`src/rtl/apb_rx_fifo_if.sv`:
```
// rtl/apb_rx_fifo_if.sv - APB request/response bundle for the receive frame FIFO
interface apb_rx_fifo_if #(
   parameter int ADDRESSWIDTH = 3,
   parameter int DATAWIDTH    = 16
);
   logic [ADDRESSWIDTH-1:0] PADDR_rx_i;
   logic                    PWRITE_rx_i;
   logic                    PSELx_rx_i;
   logic                    PENABLE_rx_i;
   logic [DATAWIDTH-1:0]    PWDATA_rx_i;
   logic [DATAWIDTH-1:0]    PRDATA_rx_o;
   logic                    PREADY_rx_o;
   logic                    PSLVERR_rx_o;

   modport master (
      output PADDR_rx_i, PWRITE_rx_i, PSELx_rx_i, PENABLE_rx_i, PWDATA_rx_i,
      input  PRDATA_rx_o, PREADY_rx_o, PSLVERR_rx_o
   );

   modport slave (
      input  PADDR_rx_i, PWRITE_rx_i, PSELx_rx_i, PENABLE_rx_i, PWDATA_rx_i,
      output PRDATA_rx_o, PREADY_rx_o, PSLVERR_rx_o
   );
endinterface

```
`src/rtl/apb_rx_fifo.sv`:
```
// rtl/apb_rx_fifo.sv - APB-readable receive frame FIFO with one wait state
// Optional interrupt logic is enabled by defining APB_RX_IRQ_EN.
module apb_rx_fifo #(
   parameter int ADDRESSWIDTH = 3,
   parameter int DATAWIDTH    = 16,
   parameter int FIFO_DEPTH   = 4
) (
   input  logic        PCLK_rx,
   input  logic        PRESET_rx,
   apb_rx_fifo_if.slave apb,
   input  logic        frame_valid_rx_i,
   input  logic [7:0]  frame_id_rx_i,
   input  logic [7:0]  frame_cmd_rx_i,
   input  logic [15:0] frame_data_rx_i,
   output logic        irq_rx_o
);
   localparam int PW = (FIFO_DEPTH > 1) ? $clog2(FIFO_DEPTH) : 1;
   localparam int CW = PW + 1;

   logic [31:0]          mem [FIFO_DEPTH];
   logic [PW-1:0]        wr_ptr, rd_ptr;
   logic [CW-1:0]        count;
   logic                 ovf, rx_en, irq_en, ack, slverr;
   logic [DATAWIDTH-1:0] rdata;

   logic                 access, empty, full, err, pop, flush, clr_ovf, ctrl_wr;
   logic                 push_req, do_push, ovf_set;
   logic [DATAWIDTH-1:0] rd_val;
   logic [31:0]          head;
   logic                 unused_wdata;

   assign access = apb.PSELx_rx_i & apb.PENABLE_rx_i & ~ack;
   assign empty  = (count == '0);
   assign full   = (count == CW'(FIFO_DEPTH));
   assign head   = mem[rd_ptr];
   assign unused_wdata = ^apb.PWDATA_rx_i;

   assign apb.PREADY_rx_o  = ack;
   assign apb.PSLVERR_rx_o = slverr;
   assign apb.PRDATA_rx_o  = rdata;

   always_comb begin
      rd_val  = '0;
      err     = 1'b0;
      pop     = 1'b0;
      flush   = 1'b0;
      clr_ovf = 1'b0;
      ctrl_wr = 1'b0;
      if (access) begin
         case (apb.PADDR_rx_i)
            ADDRESSWIDTH'(0): begin
               if (apb.PWRITE_rx_i) err = 1'b1;
               else rd_val = DATAWIDTH'({8'(count), 5'b0, ovf, full, empty});
            end
            ADDRESSWIDTH'(1): begin
               if (apb.PWRITE_rx_i || empty) err = 1'b1;
               else rd_val = DATAWIDTH'({head[23:16], head[31:24]});
            end
            ADDRESSWIDTH'(2): begin
               if (apb.PWRITE_rx_i || empty) err = 1'b1;
               else begin
                  rd_val = DATAWIDTH'(head[15:0]);
                  pop    = 1'b1;
               end
            end
            ADDRESSWIDTH'(3): begin
               if (apb.PWRITE_rx_i) begin
                  ctrl_wr = 1'b1;
                  flush   = apb.PWDATA_rx_i[2];
                  clr_ovf = apb.PWDATA_rx_i[3];
               end else begin
                  rd_val = DATAWIDTH'({irq_en, rx_en});
               end
            end
            default: err = 1'b1;
         endcase
      end
   end

   // A flush swallows any frame arriving on the same edge, so it cannot overflow either.
   assign push_req = frame_valid_rx_i & rx_en & ~flush;
   assign do_push  = push_req & (~full | pop);
   assign ovf_set  = push_req & full & ~pop;

   always_ff @(posedge PCLK_rx) begin
      if (PRESET_rx) begin
         wr_ptr <= '0;
         rd_ptr <= '0;
         count  <= '0;
         ovf    <= 1'b0;
         rx_en  <= 1'b0;
         ack    <= 1'b0;
         slverr <= 1'b0;
         rdata  <= '0;
      end else begin
         ack    <= access;
         slverr <= access & err;
         if (access && !apb.PWRITE_rx_i) rdata <= rd_val;
         if (ctrl_wr) rx_en <= apb.PWDATA_rx_i[0];
         if (flush) begin
            wr_ptr <= '0;
            rd_ptr <= '0;
            count  <= '0;
         end else begin
            if (do_push) wr_ptr <= wr_ptr + 1'b1;
            if (pop)     rd_ptr <= rd_ptr + 1'b1;
            if (do_push && !pop)      count <= count + 1'b1;
            else if (!do_push && pop) count <= count - 1'b1;
         end
         if (ovf_set)      ovf <= 1'b1;
         else if (clr_ovf) ovf <= 1'b0;
      end
   end

   always_ff @(posedge PCLK_rx) begin
      if (!PRESET_rx && do_push && !flush)
         mem[wr_ptr] <= {frame_id_rx_i, frame_cmd_rx_i, frame_data_rx_i};
   end

`ifdef APB_RX_IRQ_EN
   always_ff @(posedge PCLK_rx) begin
      if (PRESET_rx) begin
         irq_en   <= 1'b0;
         irq_rx_o <= 1'b0;
      end else begin
         if (ctrl_wr) irq_en <= apb.PWDATA_rx_i[1];
         irq_rx_o <= irq_en & (~empty | ovf);
      end
   end
`else
   assign irq_en   = 1'b0;
   assign irq_rx_o = 1'b0;
`endif
endmodule
```
`src/flat_wrapper.sv`:
```
// flat-port wrapper written by rule: the top's interface ports become plain ports
module apb_rx_fifo_flat 
#(
   parameter int ADDRESSWIDTH = 3,
   parameter int DATAWIDTH    = 16,
   parameter int FIFO_DEPTH   = 4
)
  (PCLK_rx, PRESET_rx, frame_valid_rx_i, frame_id_rx_i, frame_cmd_rx_i, frame_data_rx_i, irq_rx_o, apb_PADDR_rx_i, apb_PWRITE_rx_i, apb_PSELx_rx_i, apb_PENABLE_rx_i, apb_PWDATA_rx_i, apb_PRDATA_rx_o, apb_PREADY_rx_o, apb_PSLVERR_rx_o);
  apb_rx_fifo_if #(.ADDRESSWIDTH(ADDRESSWIDTH), .DATAWIDTH(DATAWIDTH)) apb_i ();
  input  logic PCLK_rx;
  input  logic PRESET_rx;
  input  logic frame_valid_rx_i;
  input  logic [7:0] frame_id_rx_i;
  input  logic [7:0] frame_cmd_rx_i;
  input  logic [15:0] frame_data_rx_i;
  output logic irq_rx_o;
  input wire logic [$bits(apb_i.PADDR_rx_i)-1:0] apb_PADDR_rx_i;
  input wire logic [$bits(apb_i.PWRITE_rx_i)-1:0] apb_PWRITE_rx_i;
  input wire logic [$bits(apb_i.PSELx_rx_i)-1:0] apb_PSELx_rx_i;
  input wire logic [$bits(apb_i.PENABLE_rx_i)-1:0] apb_PENABLE_rx_i;
  input wire logic [$bits(apb_i.PWDATA_rx_i)-1:0] apb_PWDATA_rx_i;
  output wire logic [$bits(apb_i.PRDATA_rx_o)-1:0] apb_PRDATA_rx_o;
  output wire logic [$bits(apb_i.PREADY_rx_o)-1:0] apb_PREADY_rx_o;
  output wire logic [$bits(apb_i.PSLVERR_rx_o)-1:0] apb_PSLVERR_rx_o;
  assign apb_i.PADDR_rx_i = apb_PADDR_rx_i;
  assign apb_i.PWRITE_rx_i = apb_PWRITE_rx_i;
  assign apb_i.PSELx_rx_i = apb_PSELx_rx_i;
  assign apb_i.PENABLE_rx_i = apb_PENABLE_rx_i;
  assign apb_i.PWDATA_rx_i = apb_PWDATA_rx_i;
  assign apb_PRDATA_rx_o = apb_i.PRDATA_rx_o;
  assign apb_PREADY_rx_o = apb_i.PREADY_rx_o;
  assign apb_PSLVERR_rx_o = apb_i.PSLVERR_rx_o;
  apb_rx_fifo #(.ADDRESSWIDTH(ADDRESSWIDTH), .DATAWIDTH(DATAWIDTH), .FIFO_DEPTH(FIFO_DEPTH)) u_core (.PCLK_rx(PCLK_rx), .PRESET_rx(PRESET_rx), .apb(apb_i), .frame_valid_rx_i(frame_valid_rx_i), .frame_id_rx_i(frame_id_rx_i), .frame_cmd_rx_i(frame_cmd_rx_i), .frame_data_rx_i(frame_data_rx_i), .irq_rx_o(irq_rx_o));
endmodule
```
`config.mk`:
```
export PLATFORM = sky130hd
export DESIGN_NAME = apb_rx_fifo_flat
export DESIGN_NICKNAME = d
export VERILOG_FILES = /design/src/rtl/apb_rx_fifo_if.sv /design/src/rtl/apb_rx_fifo.sv /design/src/flat_wrapper.sv
export SDC_FILE = /design/constraint.sdc
export NUM_CORES = 1
export LEC_CHECK = 0
export ABC_AREA = 1
export BUFFER_PORTS_ARGS = -buffer_cell sky130_fd_sc_hd__buf_2
export CORE_UTILIZATION = 63
export DETAILED_ROUTE_END_ITERATION = 6
export PLACE_DENSITY_LB_ADDON = 0.08
export SYNTH_ARGS = -nofsm -noshare
export SYNTH_HDL_FRONTEND = slang
export SYNTH_SLANG_ARGS = --single-unit
```
`constraint.sdc`:
```
create_clock -name PCLK_rx -period 3.8 [get_ports PCLK_rx]
set_input_delay 0.57 -clock PCLK_rx [delete_from_list [all_inputs] [get_ports PCLK_rx]]
set_output_delay 0.57 -clock PCLK_rx [all_outputs]
set_load 0.02 [all_outputs]
```
==> results_dict.tcl, run 1 <==
set metrics [dict create \
    postCtsSetupRepairBufs 0 \
    yosys.area_share.simple_pct 20.9 \
    reg2reg_to "u_core.count[2]" \
    fp.dieW_um 106 \
    cts_sinks 157 \
    cts_root_buffer "clkbuf_8" \
    cts.path.max_buffers 2 \
    initial_utilization_pct 65.4 \
    clock_latency_ns 0.52 \
    hold_viol 0 \
    vdd_drop_max_mv 0.319 \
    synth-seq-cells 157 \
    die_area_um2 11200 \
    fin_crit_ns 2.27 \
    synthXorXnorAreaFrac_pct 0.257 \
    setup_viol 0 \
    synthArstFlopShare_pct 0 \
    power_density_nw_per_um2 462 \
    synth_compound_area_share_pct 5.76 \
    synthMuxAreaShare_pct 0 \
    ys.flop_type "edfxtp_1" \
    maxCapViolations 0 \
    critPathMaxFanout 8 \
    dp_hpwl_um 7890 \
    cts_tree "yes" \
    final.setup_skew_ns 0.00828 \
    whs_endpoint "u_core.mem[3][13]" \
    grt_first_pass_wirelength_um 21600 \
    placed_area_um2 7140 \
    synth_top_area_share_pct 56.4 \
    p_total_mw 3.57 \
    layout-drive-gt1-share_pct 19.9 \
    grt_start_max_net_pins 65 \
    top_usage_layer "met2" \
    gr-usage-met3_pct 6.19 \
    htreeDepth 4 \
    grt_setup_unrepaired "false" \
    p_leak_nw 3.21 \
    worstSetupEndpointType "register" \
    final_cells 865 \
    synthCells 656 \
    grt_use_total_pct 26.1 \
    start_kind "register" \
    antenna_found_initial 0 \
    yosysTopAreaCell "edfxtp_1" \
    status "finished clean" \
    path_clk_slew_ns 0.07 \
    cts_resized 0 \
    finalCritPeriodShare_pct 59.7 \
    r2r_setup_slack_ns 1.53 \
    hold_class "input port to register" \
    min_from "frame_data_rx_i[13]" \
    fp.dieH_um 106 \
    syn_area_per_cell_um2 10.4 \
    cts_hold_buf 0 \
    synthAdderAreaFrac_pct 1.21 \
    tightest_slew_ns 1.04 \
    gp_congestion 0.814 \
    ys_warn_count 0 \
    dr.pass1.iters 5 \
    layout_commonest_cell "nand2_1" \
    fin_tns_setup_ns 0 \
    worstPathArrival_ns 2.68 \
    yosysSeqAreaShare_pct 64.9 \
    num_vias 4539 \
    setup.worst_path.start "u_core.count[0]" \
    synth_area_leaders "edfxtp_1, nand2_1, dfxtp_1" \
    portBuffers 61 \
    fp.coreArea_um2 10400 \
    max_freq_ghz 0.441 \
    drc 0 \
    via_per_inst 5.25 \
    r2r_cells 13 \
    grt_util_met2_pct 42.0 \
    layout_common_cells "nand2_1, edfxtp_1, nor2_1" \
    critPathKind "register to register" \
    fill_cells 702 \
    antenna_cells 0 \
    rows 37 \
    area_growth_syn_to_layout_pct 13.3 \
    synth_top_family_by_area "simple AND/OR/NAND/NOR gates" \
    drt-total-wl_um 13400 \
    drtIter0Drc 356 \
    grt_pass1_vias 4404 \
    relSlewSlack_pct 31.0 \
    rr_startpoint "u_core.count[0]" \
    cts_buffers 17 \
    slew_violations 0 \
    synth_cell_type_count 32 \
    wl_per_cell_um 15.5 \
    ios 76 \
    required_ns 4.21 \
    grt_overflow 0 \
    use_met1_pct 35.6 \
    placedCellCount 833 \
    hold_depth 1 \
    ant_nets 0 \
    netlist_area_um2 6820 \
    synth_nets 719 \
    final_cell_area_um2 7720 \
    nets 779 \
    synth-edff-count 128 \
]
stage by stage:
stage | hold slack, ns | util, % | setup WS (ns)
floorplan | 0.444 | - | 1.31
global placement | 0.451 | 68.6 | 1.21
detailed placement | 0.455 | 68.6 | 1.15
CTS | 0.243 | 74.1 | 1.53
global route | 0.241 | 74.1 | 1.36
finish | 0.256 | 74.1 | 1.53
power breakdown:
part           internal (mW)  switching (mW)  total [mW]
sequential              1.86         0.00124        1.86
combinational         0.0231          0.0470      0.0700
clock                  0.944           0.693        1.64
total                   2.82           0.742        3.57
metal layers:
| layer | wire [um] | part of all wire [%] |
|---|---|---|
| met4 | 91 | 0.68 |
| met5 | 0 | 0 |
| met1 | 5960 | 45 |
| met2 | 6360 | 48 |
| met3 | 967 | 7.2 |
cells in the mapped netlist (2+ instances only):
cell / number
nand3_1: 35
buf_4: 2
buf_2: 7
buf_1: 2
nand2_4: 4
edfxtp_1: 128
inv_1: 65
nand2_1: 172
a21oi_2: 13
clkbuf_1: 6
nor3_1: 2
nor2_2: 5
o21ai_0: 20
dfxtp_1: 29
a21oi_1: 11
nand2_2: 7
nor2_4: 2
nand3_2: 2
inv_2: 6
buf_6: 9
xor2_1: 2
nor2_1: 89
o21ai_1: 23
nor2_8: 3
ha_1: 5
registers in the layout, summed over array words and instances (netlist names), named ones only:
signal                   cells
u_core.wr_ptr                2
u_core.ovf                   1
u_core.rd_ptr                2
u_core.count                 3
u_core.apb.PRDATA_rx_o      16
u_core.apb.PREADY_rx_o       1
u_core.rx_en                 1
u_core.apb.PSLVERR_rx_o      1
u_core.mem                 128
layout make-up:
cell class,instances,area [um2],share of cell area [%]
tap,136,170,2.20
multi-input combinational,400,1920,24.9
timing repair buffer,68,358,4.64
inverter,72,272,3.52
sequential,157,4430,57.3
clock inverter,15,161,2.09
clock buffer,17,414,5.37
worst max-delay path, cell delays in order, from the launching register on:
cell and delay, ns:
dfxtp_1 0.44, nor2_2 0.09, nand2_4 0.10, nand4_4 0.16
nand2_2 0.11, nand2_2 0.08, clkinv_2 0.07, ha_1 0.14
inv_1 0.07, fa_1 0.44, a21oi_1 0.15, o21ai_0 0.11
xor2_1 0.14, nor2_1 0.05
how the worst max path moves through the flow:
stage | to | slack (ns) | cells after the start
CTS | u_core.count[2] | 1.53 | 13
global route | u_core.count[2] | 1.36 | 13
global placement | u_core.count[2] | 1.21 | 15
floorplan | u_core.mem[0][0] | 1.31 | 9
detailed placement | u_core.count[2] | 1.15 | 15
finish | u_core.count[2] | 1.53 | 13
logic make-up (layout without fill, tap and decap cells):
family,count (synthesis),after routing
other,1,1
and+or+nand+nor,323,323
xor gates and xnor gates,2,2
DFF,157,157
buffers and inverters,99,172
adders and majority gates,6,6
AOI/OAI and AO/OA,68,68
Note: power is estimated with default switching activity, not from simulation.
==> run 2: changes to the inputs <==
CORE_UTILIZATION = 53   (was 63)
clock period = 1.9 ns   (was 3.8 ns; I/O delays follow)
==> results_dict.tcl, run 2 (synthesized netlist as in run 1, its figures left out) <==
set metrics [dict create \
    power_frac_clock_pct 46.7 \
    drt-total-wl_um 14200 \
    cts_tree "yes" \
    worstSetupEndpointType "register" \
    top_register "u_core.mem" \
    nets 812 \
    layout_common_cells "nand2_1, edfxtp_1, nor2_1" \
    crit_buf_inv 2 \
    fp.coreArea_um2 12600 \
    power_density_nw_per_um2 888 \
    required_ns 2.21 \
    crit_slowest_cell "dfxtp_4" \
    grt_start_max_net_pins 43 \
    cts_hold_buf 0 \
    setup.worst_path.start "u_core.count[1]" \
    cts_buffers 17 \
    final_util_pct 65.2 \
    drc 0 \
    fp.dieH_um 115 \
    rr_startpoint "u_core.count[1]" \
    die_area_um2 13300 \
    clock_latency_ns 0.43 \
    ios 76 \
    antenna_cells 0 \
    min_from "frame_id_rx_i[1]" \
    placedCellCount 901 \
    start_kind "register" \
    wl_per_cell_um 15.3 \
    layout-drive-gt1-share_pct 24.7 \
    critical_path.most_common_cell "nand2_4" \
    area_growth_syn_to_layout_pct 20.2 \
    path_clk_slew_ns 0.06 \
    portBuffers 61 \
    finalCritPeriodShare_pct 94.1 \
    max_freq_ghz 0.559 \
    num_vias 4627 \
    layout_commonest_cell "nand2_1" \
    ant_nets 0 \
    htreeDepth 4 \
    p_total_mw 7.28 \
    grt_setup_unrepaired "true" \
    critPathKind "register to register" \
    fp.dieW_um 115 \
    cts.path.max_buffers 2 \
    drtIter0Drc 278 \
    path_delay_family "adder cells" \
    final_cells 934 \
    critPathMaxFanout 3 \
    swShare_pct 19.9 \
    crit_chain "nor2_4 -> nand2_4 -> nand4_4 -> nand2_4 -> nand2_4 -> clkinv_4 -> ha_4 -> inv_2 -> fa_2 -> a21oi_2 -> o21ai_1 -> xor2_1 -> nor2_1" \
    dr.pass1.iters 4 \
    r2r_setup_slack_ns 0.11 \
    initial_utilization_pct 54.2 \
    grt_first_pass_wirelength_um 22400 \
    fin_hold_ws_ns 0.0640 \
    final_cell_area_um2 8200 \
    grt_use_total_pct 23.4 \
    p_leak_nw 3.43 \
    grt_pass1_vias 4246 \
    worstPathArrival_ns 2.10 \
    placed_area_um2 7560 \
    fin_crit_ns 1.79 \
    seqPwrFrac_pct 51.1 \
    dp_hpwl_um 9100 \
    combPwrFrac_pct 2.2 \
    p_sw_mw 1.45 \
    largest_reg_flops 128 \
    fill_cells 984 \
    slowest_delay_ns 0.37 \
    hold_class "input port to register" \
    grt_overflow 0 \
    cts_sinks 157 \
    via_per_inst 4.95 \
    p_int_mw 5.83 \
    maxCapViolations 0 \
    antenna_found_initial 0 \
    cts_root_buffer "clkbuf_16" \
    rows 41 \
    slew_violations 0 \
    setup_viol 0 \
    hold_viol 0 \
    status "finished clean" \
    final.setup_skew_ns 0.00594 \
    vdd_drop_max_mv 0.791 \
    gp_congestion 0.794 \
]
==> run 2: cell types whose count changed in the layout (fill, tap and decap cells not counted), sizes merged <==
cell,change
clkinvlp,-2
buf,+33
inv,-3
clkinv,+4
bufinv,+1
==> run 2: final timing paths <==
check                                         end  depth (start not counted)
worst max-delay path              u_core.count[2]                         13
worst min-delay path            u_core.mem[0][25]                          1
worst max register to register    u_core.count[2]                         13
worst min register to register         u_core.ovf                          2
==> run 2: metrics by stage <==
| step | worst slack, ns | TNS (ns) |
|---|---|---|
| after global routing | -0.0107 | -0.0107 |
| final | 0.112 | 0 |
| after floorplan | -0.0441 | -3.36 |
| after detailed placement | -0.111 | -0.111 |
| after global placement | -0.114 | -0.114 |
| after CTS | 0.0301 | 0 |
==> run 2: power by group through the flow <==
stage	Clock, mW	Sequential, mW	Combinational (mW)
global route	3.60	3.71	0.178
detailed placement	0	3.79	0.160
floorplan	0	3.80	0.0565
global placement	0	3.79	0.155
CTS	3.44	3.72	0.161
finish	3.40	3.72	0.161
==> run 2: layout make-up <==
cell class | instances | area (um2) | share of cell area [%]
timing repair buffer | 101 | 697 | 8.50
tap | 172 | 215 | 2.63
inverter | 72 | 275 | 3.36
clock inverter | 15 | 170 | 2.08
multi-input combinational | 400 | 1980 | 24.1
sequential | 157 | 4440 | 54.1
clock buffer | 17 | 425 | 5.19
==> run 2: layer usage <==
metal	share of wire, %	global-route usage [%]
met1	46	31.9
met2	47	36.3
met3	5.8	4.74
met4	1.7	10.5
met5	0	0
==> run 2: timing repair <==
action,CTS,global route
endpoints found under the setup margin,0,2
resized for setup,0,10
endpoints found under the hold margin,0,0
setup buffers,0,1
==> run 3: changes to the inputs <==
ABC_AREA = unset   (was 1)
CAP_MARGIN = 20   (was unset)
CORE_UTILIZATION = 52   (was 53)
GPL_ROUTABILITY_DRIVEN = 0   (was unset)
==> results_dict.tcl, run 3 <==
set metrics [dict create \
    fin_ws_ns -0.216 \
    vdd_drop_max_mv 1.08 \
    dp_hpwl_um 8090 \
    initial_utilization_pct 53.5 \
    top_register "u_core.mem" \
    netlist_area_um2 6110 \
    setup_viol 2 \
    synth_cell_type_count 42 \
    grt_start_max_net_pins 25 \
    hold_viol 0 \
    ios 76 \
    die_area_um2 12200 \
    finalCritPeriodShare_pct 111 \
    setup.worst_path.start "u_core.apb.PREADY_rx_o" \
    antenna_found_initial 0 \
    power_frac_clock_pct 46.0 \
    via_per_inst 5.68 \
    cts_sinks 157 \
    critPathKind "register to register" \
    fin_crit_ns 2.12 \
    largest_reg_flops 128 \
    cts_tree "yes" \
    worstSetupEndpointType "register" \
    drtIter0Drc 266 \
    placedCellCount 567 \
    rr_startpoint "u_core.apb.PREADY_rx_o" \
    combPwrFrac_pct 2.7 \
    p_total_mw 7.23 \
    required_ns 2.25 \
    synth-seq-cells 157 \
    max_freq_ghz 0.473 \
    cts.path.max_buffers 2 \
    synth_area_leaders "edfxtp_1, dfxtp_1, mux4_2" \
    fp.dieW_um 110 \
    synthCells 337 \
    grt_pass1_vias 3459 \
    ys.flop_type "edfxtp_1" \
    ant_nets 0 \
    grt_setup_unrepaired "true" \
    maxCapViolations 0 \
    violations "setup timing" \
    portBuffers 61 \
    seqPwrFrac_pct 51.4 \
    fp.dieH_um 110 \
    critPathMaxFanout 4 \
    p_leak_nw 2.67 \
    synth_most_common_cell "edfxtp_1" \
    r2r_cells 9 \
    wl_per_cell_um 20.4 \
    final.setup_skew_ns 0.00806 \
    layout_common_cells "edfxtp_1, buf_2, buf_4" \
    hold_class "input port to register" \
    grt_first_pass_wirelength_um 18500 \
    power_density_nw_per_um2 946 \
    synth_top_area_share_pct 62.9 \
    layout_commonest_cell "edfxtp_1" \
    layout-drive-gt1-share_pct 39.0 \
    num_vias 3430 \
    synth-edff-count 128 \
    grt_use_total_pct 22.1 \
    path_clk_slew_ns 0.06 \
    slew_violations 0 \
    netlist_top_cells_count "edfxtp_1, dfxtp_1, mux4_2" \
    cts_buffers 17 \
    status "complete, but fails checks" \
    nets 511 \
    start_kind "register" \
    cp-endpoint "u_core.count[2]" \
    ys_warn_count 0 \
    synthArstFlopShare_pct 0 \
    rows 39 \
    htreeDepth 4 \
    cts_root_buffer "clkbuf_16" \
    drc 0 \
    worstPathArrival_ns 2.47 \
    r2r_setup_slack_ns -0.22 \
    synth_nets 400 \
    fin_tns_setup_ns -0.277 \
    cts_hold_buf 0 \
    reg2reg_to "u_core.count[2]" \
    yosysTopAreaCell "edfxtp_1" \
    p_sw_mw 1.38 \
    grt_overflow 0 \
    final_cells 604 \
    area_growth_syn_to_layout_pct 25.1 \
    drt-total-wl_um 12300 \
    fp.coreArea_um2 11400 \
    dr.pass1.iters 4 \
    clock_latency_ns 0.42 \
    swShare_pct 19.1 \
    place_ws_ns -0.306 \
    syn_area_per_cell_um2 18.1 \
    p_int_mw 5.85 \
    yosysSeqAreaShare_pct 72.4 \
    antenna_cells 0 \
]
[run 3: changes by cell type after synthesis, sizes merged, moves of 4 or more]
cell and delta:
nand2 -165, nand3 -31, a22oi +13, inv -66
and3 +4, nand4 +4, or3 +4, a21oi -17
nor2 -90, buf -9, o21ai -29, mux4 +32
[run 3: worst max-delay path: stages (launching register included)]
cell     delay, ns
dfxtp_4       0.34
and3b_2       0.30
a211o_1       0.16
and2_4        0.16
ha_4          0.13
inv_2         0.03
fa_2          0.32
xor2_1        0.15
or3_1         0.33
a21oi_2       0.12
[run 3: final cells by class]
| cell class | count | area (um2) |
|---|---|---|
| timing repair buffer | 110 | 811 |
| tap | 143 | 179 |
| clock inverter | 11 | 141 |
| multi-input combinational | 157 | 1630 |
| clock buffer | 21 | 440 |
| fill | 797 | 3770 |
| sequential | 157 | 4430 |
| inverter | 5 | 18.8 |
[run 3: logic make-up (layout without fill, tap and decap cells)]
family | count (synthesis) | count (layout) | synth area share [%]
AOI/OAI and AO/OA | 46 | 46 | 4.96
xor gates and xnor gates | 5 | 5 | 0.717
adders and majority gates | 6 | 6 | 1.35
buffers and inverters | 23 | 147 | 2.36
DFF | 157 | 157 | 72.4
muxes | 33 | 33 | 12.4
other | 1 | 1 | 0.0614
and+or+nand+nor | 66 | 66 | 5.75
[run 3: worst min path at each step]
stage / endpoint / depth (start not counted) / startpoint / slack (ns)
finish: u_core.mem[2][3] / 1 / frame_data_rx_i[3] / 0.08
global placement: u_core.apb.PRDATA_rx_o[15] / 2 / u_core.apb.PRDATA_rx_o[15] / 0.43
floorplan: u_core.mem[0][0] / 0 / frame_data_rx_i[0] / 0.38
CTS: u_core.mem[2][3] / 1 / frame_data_rx_i[3] / 0.06
detailed placement: u_core.apb.PRDATA_rx_o[5] / 2 / u_core.apb.PRDATA_rx_o[5] / 0.45
global route: u_core.mem[3][7] / 1 / frame_data_rx_i[7] / 0.06
[run 3: repair_timing]
item                                    in CTS  in global routing
setup buffers                                1                  2
resized for setup                            7                  2
endpoints found under the setup margin     130                 87
pin swaps                                    2                  2
gates cloned                                 1                  1
[run 3: power groups by stage]
stage	Combinational (mW)	Clock (mW)	Sequential (mW)
6_report	0.192	3.32	3.72
5_1_grt	0.210	3.53	3.72
4_1_cts	0.187	3.37	3.72
2_1_floorplan	0.0614	0	3.79
3_3_place_gp	0.175	0	3.79
3_5_place_dp	0.183	0	3.79
[run 3: metal layers]
layer / track usage, % / wire length, um / share of wire (%) / vias up
met5: 0 / 0 / 0 / -
li1: - / - / - / 1594
met4: 9.12 / 116 / 0.94 / 0
met2: 34.0 / 6060 / 49 / 93
met3: 6.06 / 634 / 5.1 / 12
met1: 30.0 / 5520 / 45 / 1731
[run 3: through the flow]
stage	area [um2]	hold WS, ns	util (%)
4_1_cts	7590	0.0638	66.5
3_5_place_dp	6950	0.446	60.9
2_1_floorplan	6170	0.384	-
3_3_place_gp	6950	0.435	60.9
6_report	7650	0.0777	67.0
5_1_grt	7650	0.0595	67.0
